## src/rtl/encoder_read_sequencer.sv

```systemverilog
// Master for the 24-bit serial absolute encoder link. Generates the shift
// clock, hunts for the start bit, shifts in one frame, publishes the position
// and status flags, then holds sck high for the encoder recovery time.
module encoder_read_sequencer #(
  parameter int CLK_DIV         = 4,
  parameter int FRAME_BITS      = 24,
  parameter int POS_MSB         = 21,
  parameter int POS_LSB         = 3,
  parameter int START_TIMEOUT   = 16,
  parameter int RECOVERY_CYCLES = 200,
  parameter int PERIOD_CYCLES   = 10000
) (
  input  logic                       clk,
  input  logic                       rst,
  input  logic                       start,
  input  logic                       period_en,
  input  logic                       miso,
  output logic                       sck,
  output logic                       busy,
  output logic [FRAME_BITS-1:0]      frame,
  output logic [POS_MSB-POS_LSB:0]   encoder_val,
  output logic                       data_valid,
  output logic                       err_encoder,
  output logic                       warn,
  output logic                       err_timeout
);

  localparam int DIV_W = $clog2(CLK_DIV);
  localparam int BIT_W = $clog2(FRAME_BITS + 1);
  localparam int TO_W  = $clog2(START_TIMEOUT + 1);
  localparam int REC_W = $clog2(RECOVERY_CYCLES);
  localparam int PER_W = $clog2(PERIOD_CYCLES);
  localparam int POS_W = POS_MSB - POS_LSB + 1;

  localparam logic [DIV_W-1:0] DIV_LAST  = DIV_W'(CLK_DIV - 1);
  localparam logic [BIT_W-1:0] BIT_FULL  = BIT_W'(FRAME_BITS);
  localparam logic [TO_W-1:0]  TO_LAST   = TO_W'(START_TIMEOUT - 1);
  localparam logic [REC_W-1:0] REC_LAST  = REC_W'(RECOVERY_CYCLES - 1);
  localparam logic [PER_W-1:0] PER_LAST  = PER_W'(PERIOD_CYCLES - 1);

  typedef enum logic [1:0] {
    IDLE,
    WAIT_START,
    SHIFT,
    RECOVER
  } state_t;

  state_t                  state_q, state_d;
  logic [DIV_W-1:0]        div_q, div_d;
  logic                    sck_q, sck_d;
  logic [BIT_W-1:0]        bit_q, bit_d;
  logic [TO_W-1:0]         to_q, to_d;
  logic [REC_W-1:0]        rec_q, rec_d;
  logic [PER_W-1:0]        per_q, per_d;
  logic [FRAME_BITS-1:0]   shreg_q, shreg_d;
  logic [FRAME_BITS-1:0]   frame_q, frame_d;
  logic [POS_W-1:0]        enc_q, enc_d;
  logic                    err_enc_q, err_enc_d;
  logic                    warn_q, warn_d;
  logic                    dv_q, dv_d;
  logic                    eto_q, eto_d;
  logic                    sync1_q, sync2_q;

  logic                    miso_s;
  logic                    div_term;
  logic                    sck_rise;
  logic                    trigger;

  assign miso_s   = sync2_q;
  assign div_term = (div_q == DIV_LAST);
  assign sck_rise = div_term && !sck_q;
  assign trigger  = start || (period_en && (per_q == PER_LAST));

  // Two-flop synchroniser for the asynchronous encoder data line; idles high.
  always_ff @(posedge clk) begin
    if (rst) begin
      sync1_q <= 1'b1;
      sync2_q <= 1'b1;
    end else begin
      sync1_q <= miso;
      sync2_q <= sync1_q;
    end
  end

  // State, counters and published results.
  always_ff @(posedge clk) begin
    if (rst) begin
      state_q   <= IDLE;
      div_q     <= '0;
      sck_q     <= 1'b1;
      bit_q     <= '0;
      to_q      <= '0;
      rec_q     <= '0;
      per_q     <= '0;
      shreg_q   <= '0;
      frame_q   <= '0;
      enc_q     <= '0;
      err_enc_q <= 1'b0;
      warn_q    <= 1'b0;
      dv_q      <= 1'b0;
      eto_q     <= 1'b0;
    end else begin
      state_q   <= state_d;
      div_q     <= div_d;
      sck_q     <= sck_d;
      bit_q     <= bit_d;
      to_q      <= to_d;
      rec_q     <= rec_d;
      per_q     <= per_d;
      shreg_q   <= shreg_d;
      frame_q   <= frame_d;
      enc_q     <= enc_d;
      err_enc_q <= err_enc_d;
      warn_q    <= warn_d;
      dv_q      <= dv_d;
      eto_q     <= eto_d;
    end
  end

  // Next-state logic: trigger handling, sck divider, start-bit hunt, shifting,
  // publishing and the recovery hold. The period counter saturates so that an
  // expiry landing while busy is served on the first IDLE cycle.
  always_comb begin
    state_d   = state_q;
    div_d     = div_q;
    sck_d     = sck_q;
    bit_d     = bit_q;
    to_d      = to_q;
    rec_d     = rec_q;
    shreg_d   = shreg_q;
    frame_d   = frame_q;
    enc_d     = enc_q;
    err_enc_d = err_enc_q;
    warn_d    = warn_q;
    dv_d      = 1'b0;
    eto_d     = 1'b0;

    if (!period_en) begin
      per_d = '0;
    end else if (per_q != PER_LAST) begin
      per_d = per_q + PER_W'(1);
    end else begin
      per_d = per_q;
    end

    case (state_q)
      IDLE: begin
        sck_d = 1'b1;
        if (trigger) begin
          state_d = WAIT_START;
          div_d   = '0;
          to_d    = '0;
          per_d   = '0;
        end
      end

      WAIT_START: begin
        if (div_term) begin
          div_d = '0;
          sck_d = ~sck_q;
        end else begin
          div_d = div_q + DIV_W'(1);
        end
        if (sck_rise) begin
          if (!miso_s) begin
            state_d = SHIFT;
            bit_d   = '0;
          end else if (to_q == TO_LAST) begin
            to_d    = to_q + TO_W'(1);
            eto_d   = 1'b1;
            sck_d   = 1'b1;
            rec_d   = '0;
            state_d = RECOVER;
          end else begin
            to_d = to_q + TO_W'(1);
          end
        end
      end

      SHIFT: begin
        if (bit_q == BIT_FULL) begin
          frame_d   = shreg_q;
          enc_d     = shreg_q[POS_MSB:POS_LSB];
          err_enc_d = ~shreg_q[FRAME_BITS-1];
          warn_d    = ~shreg_q[FRAME_BITS-2];
          dv_d      = 1'b1;
          sck_d     = 1'b1;
          rec_d     = '0;
          state_d   = RECOVER;
        end else begin
          if (div_term) begin
            div_d = '0;
            sck_d = ~sck_q;
          end else begin
            div_d = div_q + DIV_W'(1);
          end
          if (sck_rise) begin
            shreg_d = {shreg_q[FRAME_BITS-2:0], miso_s};
            bit_d   = bit_q + BIT_W'(1);
          end
        end
      end

      RECOVER: begin
        sck_d = 1'b1;
        if (rec_q == REC_LAST) begin
          state_d = IDLE;
        end else begin
          rec_d = rec_q + REC_W'(1);
        end
      end

      default: begin
        state_d = IDLE;
        sck_d   = 1'b1;
      end
    endcase
  end

  assign sck         = sck_q;
  assign busy        = (state_q != IDLE);
  assign frame       = frame_q;
  assign encoder_val = enc_q;
  assign data_valid  = dv_q;
  assign err_encoder = err_enc_q;
  assign warn        = warn_q;
  assign err_timeout = eto_q;

endmodule

```

## config.mk

```make
export PLATFORM = sky130hd
export DESIGN_NAME = encoder_read_sequencer
export DESIGN_NICKNAME = d
export VERILOG_FILES = /design/src/rtl/encoder_read_sequencer.sv
export SDC_FILE = /design/constraint.sdc
export NUM_CORES = 1
export LEC_CHECK = 0
export BUFFER_PORTS_ARGS = -buffer_cell sky130_fd_sc_hd__buf_4
export CAP_MARGIN = 20
export CORE_ASPECT_RATIO = 2
export CORE_MARGIN = 3
export CORE_UTILIZATION = 27
export CTS_BUF_LIST = sky130_fd_sc_hd__clkbuf_4
export DETAILED_ROUTE_END_ITERATION = 7
export PLACE_DENSITY = 0.51
export SLEW_MARGIN = 20
export SYNTH_ARGS = -nofsm -noshare
export SYNTH_HDL_FRONTEND = slang
export SYNTH_SLANG_ARGS = --single-unit
```

## constraint.sdc

```tcl
create_clock -name clk -period 3.3 [get_ports clk]
set_input_delay 0 -clock clk [delete_from_list [all_inputs] [get_ports clk]]
set_output_delay 0 -clock clk [all_outputs]
set_load 0.05 [all_outputs]
```

==> results of run 1 <==
per-layer routing:
metal | up-vias | track usage (%)
li1 | 1652 | -
met1 | 1483 | 11.7
met2 | 75 | 18.6
met3 | 12 | 2.43
met4 | 0 | 4.47
met5 | - | 0
cell usage in the layout, fill, tap and decap left out, types with 4 or more instances in the layout:
master / count
a21oi_1: 60
and3_1: 6
buf_4: 55
clkbuf_4: 9
dfxtp_1: 91
ha_1: 12
inv_1: 12
nand2_1: 126
nand2b_1: 5
nand3_1: 18
nand4_1: 5
nor2_1: 24
nor3_1: 4
o21ai_0: 10
or4_1: 6
xor2_1: 14
power groups by stage:
stage                     registers, mW  logic (mW)  clock network (mW)
after floorplan                    1.19       0.326                   0
after global placement             1.17       0.451                   0
after detailed placement           1.18       0.458                   0
after CTS                          1.15       0.462               0.745
after global routing               1.16       0.507               0.788
final                              1.15       0.458               0.709
state kept, by name, indices dropped and copies added (netlist names):
name and count:
shreg_q 24, div_q 2, state_q 2, per_q 14, sck 1, err_timeout 1, to_q 5, err_encoder 1
rec_q 8, miso_s 1, bit_q 5, warn 1, sync1_q 1, frame 24, data_valid 1
path summary, 6_finish.rpt:
kind,startpoint,to,slack (ps),cells after the start
setup / recovery,to_q[0],rec_q[6],710,8
hold / removal,period_en,per_q[6],80,4
setup reg to reg,to_q[0],rec_q[6],710,8
hold reg to reg,sync1_q,miso_s,440,1
worst max-delay path: cells and delay by family (launching register included):
kind / cells / cell delay [ps]
AO/OA/AOI/OAI: 2 / 720
flip-flops: 1 / 410
adder cells (fa/ha/maj): 2 / 380
AND/OR/NAND/NOR: 4 / 1010
cell usage after synthesis (2+ instances only):
library cell	n
buf_4	19
clkbuf_1	19
inv_1	12
nor4_1	2
dfxtp_1	91
nand4_1	5
a31oi_1	2
or4_1	6
nand2b_1	5
or2_2	2
a31o_2	2
nor2b_1	2
and3_1	6
nand3_1	18
o21ai_0	10
nor2_1	24
mux2i_1	3
a21oi_1	60
or3_1	3
xor2_1	14
ha_1	12
and2_1	3
nand2_1	126
nor3_1	4
xnor2_1	2
what timing repair did:
action / in CTS / in global routing
hold buffers: 2 / 0
setup endpoints to repair: 0 / 0
hold endpoints to repair: 5 / 0
logic make-up (layout without fill, tap and decap cells):
group           after synthesis  count (layout)  synth area share (%)
compound gates               87              87                  12.6
xor+xnor                     16              16                  3.58
fa+ha+maj                    12              12                  3.83
buf+inv                      53              86                  7.22
flops                        91              91                  46.5
mux                           3               3                 0.766
other cells                   0               1                     0
simple gates                216             216                  25.5
cell type report:
cell class | count | area [sq um] | area share, %
flip-flops and latches | 91 | 1820 | 40.3
clock buffers | 9 | 67.6 | 1.49
clock inverters | 7 | 97.6 | 2.16
well taps | 189 | 236 | 5.23
multi-input cells | 334 | 1810 | 40.1
repair buffers | 57 | 433 | 9.57
inverters | 13 | 48.8 | 1.08
diodes | 1 | 2.50 | 0.0553
==> metrics.txt, run 1 <==
outcome=finished clean; largest net degree at the start of global routing=between 70 and 80; register area share after synthesis=46.5%; area leader, netlist=dfxtp_1; Post-CTS Setup Bufs=0; Initial Util=between 20% and 30%; met3 WL post-DR=365 um; worst slew margin relative to its limit=42.1%; TritonCTS clock tree=built; Yosys cell types=51; first-pass GRT wire length=13,800 um; max-slew violations=0; Synth Cell Area=between 0.003 and 0.004 sq mm; Hold WC Path Type=in -> reg; fill count=1,566; io pins=54; Core Util, Final=32.2%; buffer depth of the longest clock path=2; Die X=around 91 um; Die Y=176 um; worst hold margin=75.7 ps; Non-Filler Instances=roughly 700; Cell Rows=61; Clk network pwr share=30.6%; Post-synth EDFFs=0; crit path capture type=register; Max stage delay on crit path=roughly 570 ps; initial antenna violation count=1; Yosys reg bits=a little over 90; Avg WL per Cell=between 10 and 15 um; Final WS setup=a little over 700 ps; Combinational Power Share=roughly a fifth; setup TNS=0 ps; ys flop type=dfxtp_1; Worst Path Max Fanout=9; unrepaired setup endpoints after global routing=false; P per Cell Area=about 500 mW/mm^2; dpl cells=between 600 and 700; met2 wire len=~4200 um; Seq pwr share=between 40% and 50%; Via Count=3,222; switching power=0.727 mW; syn avg cell area=around 8.2 sq um; Total GRT Usage=roughly a tenth; # setup viols final=0; Worst-path clk slew=150 ps; Switching Share=about a third; die area=around 0.016 sq mm; P_leak=around 1.7 nW; arrival time worst endpoint=2960 ps; fin crit period=2590 ps; CTS root buffer=clkbuf_4; layout net count=roughly 520; most frequent CP cell=ha_1; CTS sink count=91; top-area cell type share of the netlist area=a little under half; fraction of layout cells with a size suffix above 1=15.7%; Post-synth ARST share=0%; cell chain of the critical path=ha_1, and3_1, ha_1, nand3_1, a221oi_2, nand2_1, or4_1, a21oi_1; total power=approximately 2.3 mW; synth warn=0; DR top layer=met4; Worst Max-Slew Pin Slew=between 800 and 900 ps; M1 WL=3370 um; syn nets=between 400 and 500; RePlAce Congestion=between 0.8 and 0.9; final hold viol count=0; final instance area=roughly 0.0045 sq mm; Worst setup SP type=register; post-synthesis cell count=478; internal power=between 1.5 and 2 mW; Residual DRC=0; vias per cell=between 4 and 5; final WL=~8100 um; Fmax achieved=387 MHz; Worst EP required=~3700 ps; GRT overflow=0; Area contributors post-synth=dfxtp_1 (46%), nand2_1 (12%), a21oi_1 (7.7%); critical setup path kind=reg -> reg; CTS H-tree depth=3; CTS resizes=0; final worst path period share=78.4%; dpl cell area=~0.0043 sq mm; dpl ws=~740 ps; total of max-cap violations=0; vias in the first global route=2,991; Initial DRC Count=roughly 120; Area Growth Syn to Fin=15.4%; worst skew pair latency=~440 ps; PortBufs=53; drt pass-1 iters=4; Slowest cell on crit path=a221oi_2; dpl hpwl=about 5700 um; Worst Skew=11.9 ps; core box area=0.0140 sq mm; peak supply drop=0.249 mV; post-route ant nets=0; total CTS buffers=9
No activity file was read; power rests on OpenSTA's default activity.
==> run 2, diff against run 1 <==
--- a/config.mk
+++ b/config.mk
@@ -5,6 +5,7 @@
 export SDC_FILE = /design/constraint.sdc
 export NUM_CORES = 1
 export LEC_CHECK = 0
+export ABC_AREA = 1
 export BUFFER_PORTS_ARGS = -buffer_cell sky130_fd_sc_hd__buf_4
 export CAP_MARGIN = 20
 export CORE_ASPECT_RATIO = 2
@@ -12,7 +13,7 @@
 export CORE_UTILIZATION = 27
 export CTS_BUF_LIST = sky130_fd_sc_hd__clkbuf_4
 export DETAILED_ROUTE_END_ITERATION = 7
-export PLACE_DENSITY = 0.51
+export PLACE_DENSITY = 0.5
 export SLEW_MARGIN = 20
 export SYNTH_ARGS = -nofsm -noshare
 export SYNTH_HDL_FRONTEND = slang
==> constraint.sdc (replaced) <==
create_clock -name clk -period 2.45 [get_ports clk]
set_input_delay 0 -clock clk [delete_from_list [all_inputs] [get_ports clk]]
set_output_delay 0 -clock clk [all_outputs]
set_load 0.05 [all_outputs]
==> metrics.txt, run 2 <==
outcome=finished clean; Core Util, Final=between 30 and 40%; die area=0.0170 sq mm; buffer depth of the longest clock path=2; Yosys cell types=35; Worst Max-Slew Pin Slew=about 520 ps; crit path capture type=register; Area contributors post-synth=dfxtp_1 (44%), a21oi_1 (8.2%), o21ai_0 (5.7%); Yosys reg bits=91; initial antenna violation count=1; peak supply drop=roughly 0.28 mV; Worst-path clk slew=about 150 ps; critical setup path kind=reg -> reg; Clk network pwr share=around 27%; unrepaired setup endpoints after global routing=false; Worst Hold Path EP=per_q[4]; Die X=roughly 94 um; P_leak=about 1.9 nW; Initial DRC Count=around 150; CTS H-tree depth=3; largest net degree at the start of global routing=50; commonest non-fill, non-tap cell in the layout=dfxtp_1; dpl cells=736; most frequent cell after synthesis=dfxtp_1; area of the multi-input gates=between 0.0015 and 0.002 sq mm; Combinational Power Share=between 20 and 30%; P per Cell Area=~760 mW/mm^2; Cell Rows=63; fraction of layout cells with a size suffix above 1=between 10% and 20%; Residual DRC=0; fill count=~1.6k; worst hold path stage count=6; vias per cell=roughly 4.5; total power=about 3.7 mW; internal power=2.35 mW; ys flop type=dfxtp_1; register area share after synthesis=43.9%; most frequent cells in the layout=dfxtp_1 (91), a21oi_1 (68), nand2_1 (58); r2r startpoint=to_q[0]; Non-Filler Instances=roughly 760; final worst path period share=between 80% and 90%; syn nets=539; FF+latch area=approximately 0.0018 sq mm; io pins=54; setup TNS=0 ps; cell chain of the critical path=ha_1, nand2_1, nor2_1, ha_1, nand2_1, a21oi_1, nand3_4, o21ai_1, inv_1, nand2_1, nor2_1; RePlAce Congestion=a little under 0.8; most frequent CP cell=nand2_1; Worst setup SP type=register; CTS Hold Bufs=4; # setup viols final=0; fin crit period=a little under 2000 ps; Via Count=3,404; top cells by count, synth=dfxtp_1 (91), a21oi_1 (68), nand2_1 (58), inv_1 (57), nor2_1 (49); worst slew margin relative to its limit=65.6%; R2R depth=11; final hold viol count=0; Worst Skew=approximately 22 ps; Total GRT Usage=a little over a tenth; drt pass-1 iters=4; Synth Cell Area=between 0.004 and 0.005 sq mm; total CTS buffers=9; syn avg cell area=7.96 sq um; max-slew violations=0; Avg WL per Cell=11.6 um; final WL=about 8700 um; Area Growth Syn to Fin=15.6%; CTS resizes=0; total of max-cap violations=0; Worst EP required=2790 ps; post-synthesis cell count=approximately 520; worst skew pair latency=around 450 ps; GRT overflow=0; post-route ant nets=0; Initial Util=~28%; switching power=between 1 and 1.5 mW; Seq pwr share=a little under half; Worst Path Max Fanout=8; Max stage delay on crit path=~420 ps; core box area=roughly 0.015 sq mm; TritonCTS clock tree=built; top-area cell type share of the netlist area=43.9%; PortBufs=53; min-delay src=start; vias in the first global route=slightly above 3k; Switching Share=between 30 and 40%; Slowest cell on crit path=dfxtp_1; Fmax achieved=503 MHz; r2r setup slk=460 ps; Post-synth ARST share=0%; CTS root buffer=clkbuf_4; Post-CTS Setup Bufs=0; Post-synth EDFFs=0; area leader, netlist=dfxtp_1; Hold WC Path Type=in -> reg; layout net count=around 570; dpl hpwl=~6400 um; first-pass GRT wire length=approximately 15,000 um; CTS sink count=91; RR Endpoint=rec_q[2]; arrival time worst endpoint=between 2000 and 2500 ps; Die Y=181 um; synth warn=0
-- run 2: layout make-up --
cell class,count,share of cell area (%)
Clock inverter,7,2.22
Tap cell,195,5.08
Timing Repair Buffer,61,10.0
Multi-Input combinational cell,332,38.5
Clock buffer,9,1.41
Sequential cell,91,37.9
Antenna cell,1,0.0521
Inverter,61,4.77
-- run 2: worst max-delay path: cells and delay by family, from the launching register on --
| kind | cells | cell delay, ps |
|---|---|---|
| compound gates | 2 | 500 |
| fa+ha+maj | 2 | 400 |
| buf+inv | 1 | 100 |
| flops | 1 | 420 |
| simple gates | 6 | 480 |
-- run 2: metal layers --
| layer | vias to the layer above | part of all wire [%] | track usage (%) |
|---|---|---|---|
| met5 | - | 0 | 0 |
| met4 | 0 | 1.7 | 4.11 |
| met3 | 9 | 2.8 | 2.24 |
| met2 | 44 | 54 | 18.7 |
| met1 | 1587 | 42 | 12.4 |
| li1 | 1764 | - | - |
-- run 2: how the worst max path moves through the flow --
stage	start	end	slack, ps	cells after the start
2_1_floorplan	to_q[0]	rec_q[2]	720	11
3_3_place_gp	to_q[0]	rec_q[2]	590	11
3_5_place_dp	to_q[0]	rec_q[3]	510	11
4_1_cts	to_q[0]	rec_q[2]	480	11
5_1_grt	to_q[0]	rec_q[2]	260	11
6_report	to_q[0]	rec_q[2]	460	11
-- run 2: power groups by stage --
stage,clock (mW),sequential [mW],combinational (mW)
finish,0.983,1.65,1.03
global route,1.09,1.67,1.17
CTS,1.02,1.65,1.04
detailed placement,0,1.69,1.03
global placement,0,1.68,1.02
floorplan,0,1.70,0.823
-- run 2: logic make-up (layout without fill, tap and decap cells) --
group / Yosys count / after routing / share of synthesized area (%)
other cells: 0 / 1 / 0
xor+xnor: 13 / 13 / 2.74
simple gates: 174 / 174 / 21.6
fa+ha+maj: 12 / 12 / 3.61
compound gates: 133 / 133 / 16.5
buf+inv: 99 / 138 / 11.6
flops: 91 / 91 / 43.9
-- run 2: per-stage QoR --
stage / hold slack [ps] / instance area, sq um / worst slack (ps)
finish: 89.2 / 4800 / 464
global route: 80.2 / 4800 / 263
CTS: 66.6 / 4800 / 483
detailed placement: 204 / 4580 / 511
global placement: 209 / 4580 / 591
floorplan: 62.4 / 4150 / 720
